`config.mk`:
```
export PLATFORM = sky130hd
export DESIGN_NAME = lsu_flat
export DESIGN_NICKNAME = d
export VERILOG_FILES = /design/src/rtl/lsu_pkg.sv /design/src/rtl/lsu_if.sv /design/src/rtl/lsu_align.sv /design/src/rtl/lsu.sv /design/src/flat_wrapper.sv
export SDC_FILE = /design/constraint.sdc
export NUM_CORES = 1
export LEC_CHECK = 0
export ABC_AREA = 1
export BUFFER_PORTS_ARGS = -buffer_cell sky130_fd_sc_hd__buf_2
export CORE_MARGIN = 2
export CORE_UTILIZATION = 55
export CTS_CLUSTER_SIZE = 40
export DETAILED_ROUTE_END_ITERATION = 10
export PLACE_DENSITY = 0.87
export REMOVE_ABC_BUFFERS = 1
export SYNTH_ARGS = -nofsm -noshare
export SYNTH_HDL_FRONTEND = slang
export SYNTH_SLANG_ARGS = --single-unit
```
`constraint.sdc`:
```
create_clock -name clk_i -period 7.9 [get_ports clk_i]
set_input_delay 2.37 -clock clk_i [delete_from_list [all_inputs] [get_ports clk_i]]
set_output_delay 2.37 -clock clk_i [all_outputs]
set_load 0.05 [all_outputs]
```
`src/rtl/lsu_pkg.sv`:
```
// Shared types and constants for the load/store unit.
package lsu_pkg;

   localparam int XLEN = 32;

   typedef enum logic [1:0] {
      IDLE,
      ACCESS,
      RESP
   } lsu_state_t;

   typedef enum logic [2:0] {
      OP_LB,
      OP_LH,
      OP_LW,
      OP_LBU,
      OP_LHU,
      OP_SB,
      OP_SH,
      OP_SW
   } mem_op_t;

   // Byte-lane masks for the 4-lane data bus.
   localparam logic [3:0] LANE_NONE = 4'b0000;
   localparam logic [3:0] LANE_B0   = 4'b0001;
   localparam logic [3:0] LANE_H_LO = 4'b0011;
   localparam logic [3:0] LANE_H_HI = 4'b1100;
   localparam logic [3:0] LANE_W    = 4'b1111;

   function automatic logic is_store(mem_op_t op);
      return (op == OP_SB) || (op == OP_SH) || (op == OP_SW);
   endfunction

endpackage

```
`src/rtl/lsu_if.sv`:
```
// Data-memory request bus between the LSU (master) and the RAM (slave).
interface lsu_if;
   import lsu_pkg::*;

   logic            ram_req_o;
   logic            ram_wr_o;
   logic [XLEN-1:0] ram_addr_o;
   logic [3:0]      ram_byte_en_o;
   logic [XLEN-1:0] ram_wr_data_o;
   logic            ram_ack_i;
   logic [XLEN-1:0] ram_rd_data_i;

   modport master (
      output ram_req_o, ram_wr_o, ram_addr_o, ram_byte_en_o, ram_wr_data_o,
      input  ram_ack_i, ram_rd_data_i
   );

   modport slave (
      input  ram_req_o, ram_wr_o, ram_addr_o, ram_byte_en_o, ram_wr_data_o,
      output ram_ack_i, ram_rd_data_i
   );

endinterface

```
`src/rtl/lsu_align.sv`:
```
// Byte-lane steering: store lane replication, load extraction/extension and
// alignment check for one memory operation.
module lsu_align
   import lsu_pkg::*;
(
   input  mem_op_t         op_i,
   input  logic [1:0]      addr_lo_i,
   input  logic [XLEN-1:0] rs2_i,
   input  logic [XLEN-1:0] rd_word_i,
   output logic [3:0]      byte_en_o,
   output logic [XLEN-1:0] wr_data_o,
   output logic [XLEN-1:0] ld_data_o,
   output logic            misaligned_o
);

   logic [7:0]  ld_byte;
   logic [15:0] ld_half;

   // Select the addressed byte out of the read word.
   always_comb begin
      case (addr_lo_i)
         2'd0:    ld_byte = rd_word_i[7:0];
         2'd1:    ld_byte = rd_word_i[15:8];
         2'd2:    ld_byte = rd_word_i[23:16];
         default: ld_byte = rd_word_i[31:24];
      endcase
   end

   assign ld_half = addr_lo_i[1] ? rd_word_i[31:16] : rd_word_i[15:0];

   // Per-op lane enables, write data, load extension and alignment rule.
   always_comb begin
      byte_en_o    = LANE_NONE;
      wr_data_o    = '0;
      ld_data_o    = '0;
      misaligned_o = 1'b0;
      case (op_i)
         OP_LB:  ld_data_o = {{24{ld_byte[7]}}, ld_byte};
         OP_LBU: ld_data_o = {24'h0, ld_byte};
         OP_LH: begin
            ld_data_o    = {{16{ld_half[15]}}, ld_half};
            misaligned_o = addr_lo_i[0];
         end
         OP_LHU: begin
            ld_data_o    = {16'h0, ld_half};
            misaligned_o = addr_lo_i[0];
         end
         OP_LW: begin
            ld_data_o    = rd_word_i;
            misaligned_o = (addr_lo_i != 2'b00);
         end
         OP_SB: begin
            byte_en_o = LANE_B0 << addr_lo_i;
            wr_data_o = {4{rs2_i[7:0]}};
         end
         OP_SH: begin
            byte_en_o    = addr_lo_i[1] ? LANE_H_HI : LANE_H_LO;
            wr_data_o    = {2{rs2_i[15:0]}};
            misaligned_o = addr_lo_i[0];
         end
         OP_SW: begin
            byte_en_o    = LANE_W;
            wr_data_o    = rs2_i;
            misaligned_o = (addr_lo_i != 2'b00);
         end
         default: ;
      endcase
   end

endmodule

```
`src/rtl/lsu.sv`:
```
// Load/store unit: accepts one memory op from execute, runs it over the RAM
// req/ack bus and returns extended load data for writeback.
//
// Handshakes: ram_req_o stays high with address, write flag, byte enables and
// write data stable until the cycle in which ram_ack_i is seen high; that
// cycle completes the access. stall_o high means upstream must hold its
// instruction; it is high in the accept cycle and every ACCESS cycle.
module lsu
   import lsu_pkg::*;
(
   input  logic            clk_i,
   input  logic            rst_n_i,
   input  logic            valid_i,
   input  logic [XLEN-1:0] addr_i,
   input  logic [XLEN-1:0] rs2_rd_data_i,
   input  logic            inst_lb_i,
   input  logic            inst_lh_i,
   input  logic            inst_lw_i,
   input  logic            inst_lbu_i,
   input  logic            inst_lhu_i,
   input  logic            inst_sb_i,
   input  logic            inst_sh_i,
   input  logic            inst_sw_i,
   output logic            stall_o,
   output logic            misalign_o,
   lsu_if.master           bus,
   output logic            rd_wr_en_o,
   output logic [XLEN-1:0] rd_wr_data_o,
   output lsu_state_t      state_o
);

   lsu_state_t      state_q, state_d;
   mem_op_t         dec_op, op_q, al_op;
   logic            any_flag;
   logic [XLEN-1:0] addr_q, rs2_q;
   logic [1:0]      al_addr;
   logic [3:0]      al_be;
   logic [XLEN-1:0] al_wd, al_ld;
   logic            al_mis;
   logic            in_idle, in_access, accept, ack_load;
   logic            misalign_q;
   logic [XLEN-1:0] rd_data_q;

   // Priority decode of the instruction flags: lw > lh > lhu > lb > lbu > sw > sh > sb.
   always_comb begin
      any_flag = 1'b1;
      dec_op   = OP_LB;
      if      (inst_lw_i)  dec_op = OP_LW;
      else if (inst_lh_i)  dec_op = OP_LH;
      else if (inst_lhu_i) dec_op = OP_LHU;
      else if (inst_lb_i)  dec_op = OP_LB;
      else if (inst_lbu_i) dec_op = OP_LBU;
      else if (inst_sw_i)  dec_op = OP_SW;
      else if (inst_sh_i)  dec_op = OP_SH;
      else if (inst_sb_i)  dec_op = OP_SB;
      else                 any_flag = 1'b0;
   end

   assign in_idle   = (state_q == IDLE);
   assign in_access = (state_q == ACCESS);

   // In IDLE the lane logic checks the incoming op; otherwise it works on the latched op.
   assign al_op   = in_idle ? dec_op : op_q;
   assign al_addr = in_idle ? addr_i[1:0] : addr_q[1:0];

   lsu_align u_align (
      .op_i         (al_op),
      .addr_lo_i    (al_addr),
      .rs2_i        (rs2_q),
      .rd_word_i    (bus.ram_rd_data_i),
      .byte_en_o    (al_be),
      .wr_data_o    (al_wd),
      .ld_data_o    (al_ld),
      .misaligned_o (al_mis)
   );

   assign accept   = in_idle && valid_i && any_flag && !al_mis;
   assign ack_load = in_access && bus.ram_ack_i && !is_store(op_q);

   // State register.
   always_ff @(posedge clk_i or negedge rst_n_i) begin
      if (!rst_n_i) state_q <= IDLE;
      else          state_q <= state_d;
   end

   // Next-state logic.
   always_comb begin
      state_d = state_q;
      case (state_q)
         IDLE:    if (accept) state_d = ACCESS;
         ACCESS:  if (bus.ram_ack_i) state_d = is_store(op_q) ? IDLE : RESP;
         RESP:    state_d = IDLE;
         default: state_d = IDLE;
      endcase
   end

   // Latch the accepted op, misalign pulse and captured load data.
   always_ff @(posedge clk_i or negedge rst_n_i) begin
      if (!rst_n_i) begin
         op_q       <= OP_LB;
         addr_q     <= '0;
         rs2_q      <= '0;
         misalign_q <= 1'b0;
         rd_data_q  <= '0;
      end else begin
         misalign_q <= in_idle && valid_i && any_flag && al_mis;
         if (accept) begin
            op_q   <= dec_op;
            addr_q <= addr_i;
            rs2_q  <= rs2_rd_data_i;
         end
         if (ack_load) rd_data_q <= al_ld;
      end
   end

   assign bus.ram_req_o     = in_access;
   assign bus.ram_wr_o      = in_access && is_store(op_q);
   assign bus.ram_addr_o    = in_access ? {addr_q[XLEN-1:2], 2'b00} : '0;
   assign bus.ram_byte_en_o = in_access ? al_be : LANE_NONE;
   assign bus.ram_wr_data_o = in_access ? al_wd : '0;

   assign stall_o      = accept || in_access;
   assign misalign_o   = misalign_q;
   assign rd_wr_en_o   = (state_q == RESP);
   assign rd_wr_data_o = rd_data_q;
   assign state_o      = state_q;

endmodule

```
`src/flat_wrapper.sv`:
```
// flat-port wrapper written by rule: the top's interface ports become plain ports
module lsu_flat import lsu_pkg::*;
  (clk_i, rst_n_i, valid_i, addr_i, rs2_rd_data_i, inst_lb_i, inst_lh_i, inst_lw_i, inst_lbu_i, inst_lhu_i, inst_sb_i, inst_sh_i, inst_sw_i, stall_o, misalign_o, rd_wr_en_o, rd_wr_data_o, state_o, bus_ram_req_o, bus_ram_wr_o, bus_ram_addr_o, bus_ram_byte_en_o, bus_ram_wr_data_o, bus_ram_ack_i, bus_ram_rd_data_i);
  lsu_if bus_i ();
  input  logic clk_i;
  input  logic rst_n_i;
  input  logic valid_i;
  input  logic [XLEN-1:0] addr_i;
  input  logic [XLEN-1:0] rs2_rd_data_i;
  input  logic inst_lb_i;
  input  logic inst_lh_i;
  input  logic inst_lw_i;
  input  logic inst_lbu_i;
  input  logic inst_lhu_i;
  input  logic inst_sb_i;
  input  logic inst_sh_i;
  input  logic inst_sw_i;
  output logic stall_o;
  output logic misalign_o;
  output logic rd_wr_en_o;
  output logic [XLEN-1:0] rd_wr_data_o;
  output lsu_state_t state_o;
  output wire logic [$bits(bus_i.ram_req_o)-1:0] bus_ram_req_o;
  output wire logic [$bits(bus_i.ram_wr_o)-1:0] bus_ram_wr_o;
  output wire logic [$bits(bus_i.ram_addr_o)-1:0] bus_ram_addr_o;
  output wire logic [$bits(bus_i.ram_byte_en_o)-1:0] bus_ram_byte_en_o;
  output wire logic [$bits(bus_i.ram_wr_data_o)-1:0] bus_ram_wr_data_o;
  input wire logic [$bits(bus_i.ram_ack_i)-1:0] bus_ram_ack_i;
  input wire logic [$bits(bus_i.ram_rd_data_i)-1:0] bus_ram_rd_data_i;
  assign bus_ram_req_o = bus_i.ram_req_o;
  assign bus_ram_wr_o = bus_i.ram_wr_o;
  assign bus_ram_addr_o = bus_i.ram_addr_o;
  assign bus_ram_byte_en_o = bus_i.ram_byte_en_o;
  assign bus_ram_wr_data_o = bus_i.ram_wr_data_o;
  assign bus_i.ram_ack_i = bus_ram_ack_i;
  assign bus_i.ram_rd_data_i = bus_ram_rd_data_i;
  lsu u_core (.clk_i(clk_i), .rst_n_i(rst_n_i), .valid_i(valid_i), .addr_i(addr_i), .rs2_rd_data_i(rs2_rd_data_i), .inst_lb_i(inst_lb_i), .inst_lh_i(inst_lh_i), .inst_lw_i(inst_lw_i), .inst_lbu_i(inst_lbu_i), .inst_lhu_i(inst_lhu_i), .inst_sb_i(inst_sb_i), .inst_sh_i(inst_sh_i), .inst_sw_i(inst_sw_i), .stall_o(stall_o), .misalign_o(misalign_o), .bus(bus_i), .rd_wr_en_o(rd_wr_en_o), .rd_wr_data_o(rd_wr_data_o), .state_o(state_o));
endmodule
```
==> results by group, run 1 <==
Synthesis
  – Async S/R FF share, synth: 100.0%
  – Post-synthesis cell type count: 29
  – Post-synthesis sequential area ratio: 41.59%
  – Leading area contributor after synthesis: dfrtp_1
  – Synth Instances: 921
  – Syn avg cell area: 6.664 um^2
  – Main area contributors after synthesis: dfrtp_1 42%, nand2_1 24%, nand4_1 7.0%
  – Synth Flop Type: dfrtp_1
  – Seq cells post-synth: 102
  – EDFF count, synth: 0
  – Synth warn: 0
  – Post-Syn Area: 0.006137 mm^2
  – Synth top area share: 41.59%

Power and ir drop
  – P_int: 1334 uW
  – P_leak: 0.004520 uW
  – Psw: 1767 uW
  – Tot Pwr: 3101 uW
  – Comb pwr share: 60.7%
  – PwrDens: 423.5 mW/mm^2
  – Clock network power share: 10.2%
  – Reg power frac: 29.1%
  – Sw Ratio: 56.98%
  – Worst vdd ir: 0.2345 mV

Placed design
  – Routability cong.: 0.8898
  – Placement Cell Area: 0.007139 mm^2
  – Final HPWL from detailed placement: 12,330 um
  – I/O Buffers: 212

Worst setup path
  – Reg2reg setup slack: 4.71 ns
  – Crit Reg-Reg Endpoint: u_core.rs2_q[28]
  – Reg2reg start: u_core.state_o[1]
  – Setup crit end kind: output pin
  – Worst Reg-to-Reg Cells: 10
  – Crit Path Max Fanout: 14
  – CP arrival: 4.65 ns
  – CP Class: in2out
  – Required time of the critical path: 5.53 ns
  – Startpoint type of the worst setup path: input pin

Global routing
  – Gr ovfl total: 0
  – Pin count of the biggest net entering global routing: 71
  – GRT Total Usage: 30.48%
  – Initial antenna violation count: 1
  – First-pass GRT wire length: 28,840 um
  – Vias in the first global route: 5,965

Route
  – Iteration-0 DRC Markers: 539
  – # DRC: 0
  – WL/cell: 14.52 um
  – Antenna-violating nets left: 0
  – Initial DRT Pass Iterations: 6
  – Via-to-Cell Ratio: 5.366
  – Final wirelength: 18,030 um
  – Routed vias: 6,664

Finish
  – Most frequent cells in the layout: 394 x nand2_1, 211 x buf_2, 104 x inv_1, 102 x dfrtp_1, 69 x nand4_1
  – Synth-to-layout area growth: 19.31%
  – # nets final: 1,205
  – Reg area: 0.002552 mm^2
  – Diode count: 0
  – Fill cell count: 987
  – Most common cell after layout, fill and taps aside: nand2_1
  – Finished Cell Area: 0.007322 mm^2
  – Area of the multi-input gates: 0.002877 mm^2
  – Layout cells sized above 1: 23.50%

STA
  – Fin. Hold Viols: 0
  – Final Cycle Share: 88.86%
  – Setup TNS: 0 ns
  – Finish-stage setup viols: 0
  – Final count of pins violating max slew: 0
  – RSZ-0062 raised after global routing: false
  – Least-Margin Pin Slew: 0.9211 ns
  – Smallest hold slack: 0.4808 ns
  – F_max: 142.5 MHz
  – Tmin final: 7.020 ns
  – Rel. slew slack: 38.53%
  – Clk_skew: 0.01885 ns

Clock network
  – Post-CTS Resized: 0
  – Clock buffers created by TritonCTS: 9
  – Worst skew pair latency: 0.37 ns
  – # clock sinks: 102
  – H-Tree Depth: 3
  – CTS tree: built
  – Clock root cell: clkbuf_8
  – Post CTS Setup Buffer Count: 0
  – CTS Buffer Depth: 2
  – CTS hold repair buffers: 0
  – Worst-path clk slew: 0.09 ns

Worst hold path
  – Hold Startpoint: u_core.addr_q[13]
  – WHS Endpoint: u_core.addr_q[13]
  – Worst Hold Class: reg2reg
  – Worst hold stages: 2

Die
  – Die W: 109.6 um
  – Full die area: 0.01202 mm^2
  – IO Pins: 215
  – Initial Utilization: 56.61%
  – Row cnt: 38
  – Die height: 109.6 um
  – Core footprint: 0.01084 mm^2

Run
  – Max-cap violations: 0

Outcome
  – Status: complete, no violations
[stage by stage]
stage / cells / utilization [%] / setup WS (ns)
floorplan: 866 / - / 0.05059
global placement: 1226 / 65.86 / 1.019
detailed placement: 1226 / 65.86 / 0.9574
CTS: 1242 / 67.54 / 0.9331
global route: 1242 / 67.54 / 0.6105
finish: 1242 / 67.54 / 0.8804
[cell usage after synthesis, types with 2 or more instances]
cell and count:
nand3_2 3, nand4_1 69, buf_4 8, buf_6 5, a21oi_1 12, dfrtp_1 102
nor2_2 2, nand3_1 55, clkinv_1 3, nor2_1 62, inv_1 104, o21ai_1 12
nor2_4 2, o211ai_1 7, nand2_1 394, o21ai_0 17, buf_2 18, or2_2 7
clkbuf_1 20, buf_1 5, nand2_2 6
[power groups by stage]
stage / Sequential [uW] / Clock [uW] / Combinational, uW
after floorplan: 1110 / 0 / 1160
after global placement: 898 / 0 / 1840
after detailed placement: 903 / 0 / 1880
after CTS: 898 / 321 / 1880
after global routing: 929 / 339 / 2080
final: 901 / 318 / 1880
[cells by family after synthesis]
group	synth area share [%]
and+or+nand+nor	42.00
AOI/OAI and AO/OA	4.750
DFF	41.59
buffers and inverters	11.60
other	0.06110
[state kept, by name (all words and copies together), names as in the netlist]
name,flops
u_core.rs2_q,32
u_core.addr_q,32
u_core.misalign_o,1
u_core.state_o,2
u_core.op_q,3
u_core.rd_wr_data_o,32
[critical path, stage by stage]
cell and delay [ns]:
buf_2 0.09, inv_1 0.12, nand2_1 0.06, inv_1 0.09
nand3_1 0.08, nand2_1 0.43, nand3_2 0.34, clkinv_1 0.30
nand2_1 0.09, o21ai_0 0.08, inv_1 0.09, a21oi_1 0.18
buf_2 0.32
[worst max-delay path by stage]
stage	startpoint	end	slack (ns)	cells past startpoint
2_1_floorplan	inst_sb_i	stall_o	0.05	11
6_report	inst_lw_i	bus_ram_wr_data_o[15]	0.88	13
4_1_cts	inst_lb_i	bus_ram_wr_data_o[15]	0.93	13
5_1_grt	inst_sb_i	bus_ram_byte_en_o[1]	0.61	14
3_3_place_gp	inst_sb_i	bus_ram_byte_en_o[3]	1.02	14
3_5_place_dp	inst_lw_i	bus_ram_wr_data_o[15]	0.96	13
[area by class of cell]
class,count,area share [%]
Sequential cell,102,34.86
Timing Repair Buffer,220,15.35
Inverter,109,5.622
Tap cell,140,2.392
Multi-Input combinational cell,655,39.29
Clock inverter,6,0.7519
Clock buffer,10,1.743
[metal layers]
| metal | share of wire [%] | GRT usage (%) | wire length (um) |
|---|---|---|---|
| met5 | 0 | 0 | 0 |
| met4 | 1.8 | 10.76 | 331 |
| met3 | 11 | 6.520 | 1965 |
| met2 | 47 | 48.59 | 8448 |
| met1 | 40 | 41.19 | 7283 |
Note: power is estimated with default switching activity, not from simulation.
==> inputs of run 2 (changes only) <==
Settings changed: CELL_PAD_IN_SITES_DETAIL_PLACEMENT set to 0, CELL_PAD_IN_SITES_GLOBAL_PLACEMENT set to 1, CORE_UTILIZATION 55 to 37, PLACE_DENSITY 0.87 to not set, PLACE_DENSITY_LB_ADDON set to 0.1.
==> results by group, run 2 (synthesis gave the netlist of run 1 again) <==
Outcome
  – Status: complete, no violations

Placed design
  – I/O Buffers: 212 (unchanged)
  – Final HPWL from detailed placement: 13,140 um (+6.6%)
  – Routability cong.: 0.8091 (-9.1%)

Finish
  – Most frequent cells in the layout: 394 x nand2_1, 211 x buf_2, 104 x inv_1, 102 x dfrtp_1, 69 x nand4_1
  – # nets final: 1,204 (-0.083%)
  – Fill cell count: 1,822 (+85%)
  – Layout cells sized above 1: 23.61% (+0.11 points)
  – Synth-to-layout area growth: 22.77%
  – Most common cell after layout, fill and taps aside: nand2_1
  – Area of the multi-input gates: 0.002879 mm^2 (about the same)
  – Reg area: 0.002552 mm^2 (unchanged)

STA
  – Final count of pins violating max slew: 0 (unchanged)
  – Least-Margin Pin Slew: 1.012 ns (+0.09096 ns)
  – Final Cycle Share: 89.21% (+0.36 points)
  – Finish-stage setup viols: 0 (unchanged)
  – Fin. Hold Viols: 0 (unchanged)
  – Rel. slew slack: 32.45% (-6.1 points)
  – RSZ-0062 raised after global routing: false
  – Smallest hold slack: 0.4700 ns (-0.01084 ns)
  – Clk_skew: 0.009263 ns (-0.009588 ns)
  – Tmin final: 7.048 ns (+0.02805 ns)
  – Setup TNS: 0 ns (unchanged)
  – F_max: 141.9 MHz (-0.40%)

Power and ir drop
  – PwrDens: 431.9 mW/mm^2 (+2.0%)
  – Worst vdd ir: 0.2086 mV (-11%)
  – P_leak: 0.004567 uW (+1.0%)

Worst setup path
  – Reg2reg setup slack: 4.50 ns (-0.21 ns)
  – CP arrival: 4.68 ns (+0.03 ns)
  – Setup crit end kind: output pin
  – Critical path, cell by cell: buf_2, nor2_1, nand2_1, nand2_1, nand2_1, nand3_1, nand2_1, nand3_1, clkinv_1, a21oi_1, o21ai_0, nand2_1, inv_1, buf_2
  – Slowest cell on the critical path: clkinv_1
  – Cell mode on critical path: nand2_1
  – Crit-path max cell delay: 0.48 ns (+0.05 ns)
  – Crit Path Max Fanout: 19 (+5)
  – Startpoint type of the worst setup path: input pin
  – CP Class: in2out
  – Required time of the critical path: 5.53 ns (about the same)

Route
  – # DRC: 0 (unchanged)
  – Routed vias: 6,481 (-2.7%)
  – Via-to-Cell Ratio: 4.902 (-8.6%)
  – Iteration-0 DRC Markers: 382 (-29%)
  – Antenna-violating nets left: 0 (unchanged)
  – Final wirelength: 19,680 um (+9.1%)
  – Initial DRT Pass Iterations: 5 (-1)
  – WL/cell: 14.88 um (+2.5%)

Clock network
  – H-Tree Depth: 3 (unchanged)
  – # clock sinks: 102 (unchanged)
  – Post-CTS Resized: 0 (unchanged)
  – Post CTS Setup Buffer Count: 0 (unchanged)
  – Worst skew pair latency: 0.35 ns (-0.02 ns)
  – CTS Buffer Depth: 2 (unchanged)
  – CTS tree: built
  – CTS hold repair buffers: 0 (unchanged)
  – Worst-path clk slew: 0.07 ns (-0.02 ns)
  – Clock root cell: clkbuf_16
  – Clock buffers created by TritonCTS: 9 (unchanged)

Die
  – Full die area: 0.01763 mm^2 (+47%)
  – Core footprint: 0.01641 mm^2 (+51%)
  – Die height: 132.8 um (+21%)
  – Die W: 132.8 um (+21%)
  – IO Pins: 215 (unchanged)
  – Row cnt: 47 (+24%)
  – Initial Utilization: 37.41% (-19 points)

Worst hold path
  – Worst Hold Class: reg2reg

Global routing
  – GRT Total Usage: 22.46% (-8.0 points)
  – Gr ovfl total: 0 (unchanged)
  – First-pass GRT wire length: 31,560 um (+9.5%)
  – Vias in the first global route: 6,167 (+3.4%)
  – Initial antenna violation count: 1 (unchanged)
  – Pin count of the biggest net entering global routing: 69 (-2.8%)

Run
  – Max-cap violations: 0 (unchanged)
[run 2: worst paths after layout]
kind,from,endpoint,cells after the start
worst min-delay path,u_core.addr_q[3],u_core.addr_q[3],2
max in group asynchronous,rst_n_i,u_core.rs2_q[13],2
worst max-delay path,inst_sb_i,bus_ram_byte_en_o[0],14
worst max register to register,u_core.state_o[0],u_core.addr_q[28],10
min in group asynchronous,rst_n_i,u_core.addr_q[10],1
worst min register to register,u_core.addr_q[3],u_core.addr_q[3],2
[run 2: through the flow]
stage          utilization, %  power (uW)  cell area [um^2]  cells  setup WS, ns
2_1_floorplan               -        2266              5841    866       0.05059
6_report                45.92        3254              7535   1322        0.8524
3_5_place_dp            44.09        2821              7234   1305        0.8033
4_1_cts                 45.91        3291              7532   1321        0.8082
5_1_grt                 45.92        3538              7535   1322        0.5538
3_3_place_gp            44.09        2816              7234   1305        0.9090
[run 2: area by class of cell]
class	instances	area share [%]
inverter	109	5.463
multi-input combinational	655	38.21
tap	220	3.653
sequential	102	33.88
timing repair buffer	219	14.81
antenna	1	0.03321
clock buffer	9	2.989
clock inverter	7	0.9631
[run 2: layer usage]
metal	vias to the layer above	wire length (um)	GRT usage, %
met2	166	9414	37.82
met5	-	0	0
met3	21	864	3.563
met1	3062	9066	29.89
li1	3232	-	-
met4	0	330	6.571
[run 2: worst max-delay path: cells and delay by family]
family                 cells  cell delay, ns
AND/OR/NAND/NOR            8            0.98
buffers and inverters      4            0.82
AO/OA/AOI/OAI              2            0.49
[run 2: power breakdown]
group          internal, uW  total [uW]  switching [uW]
Clock                   247         459             212
Combinational           455        1900            1450
Sequential              758         893             135
Total                  1460        3250            1790
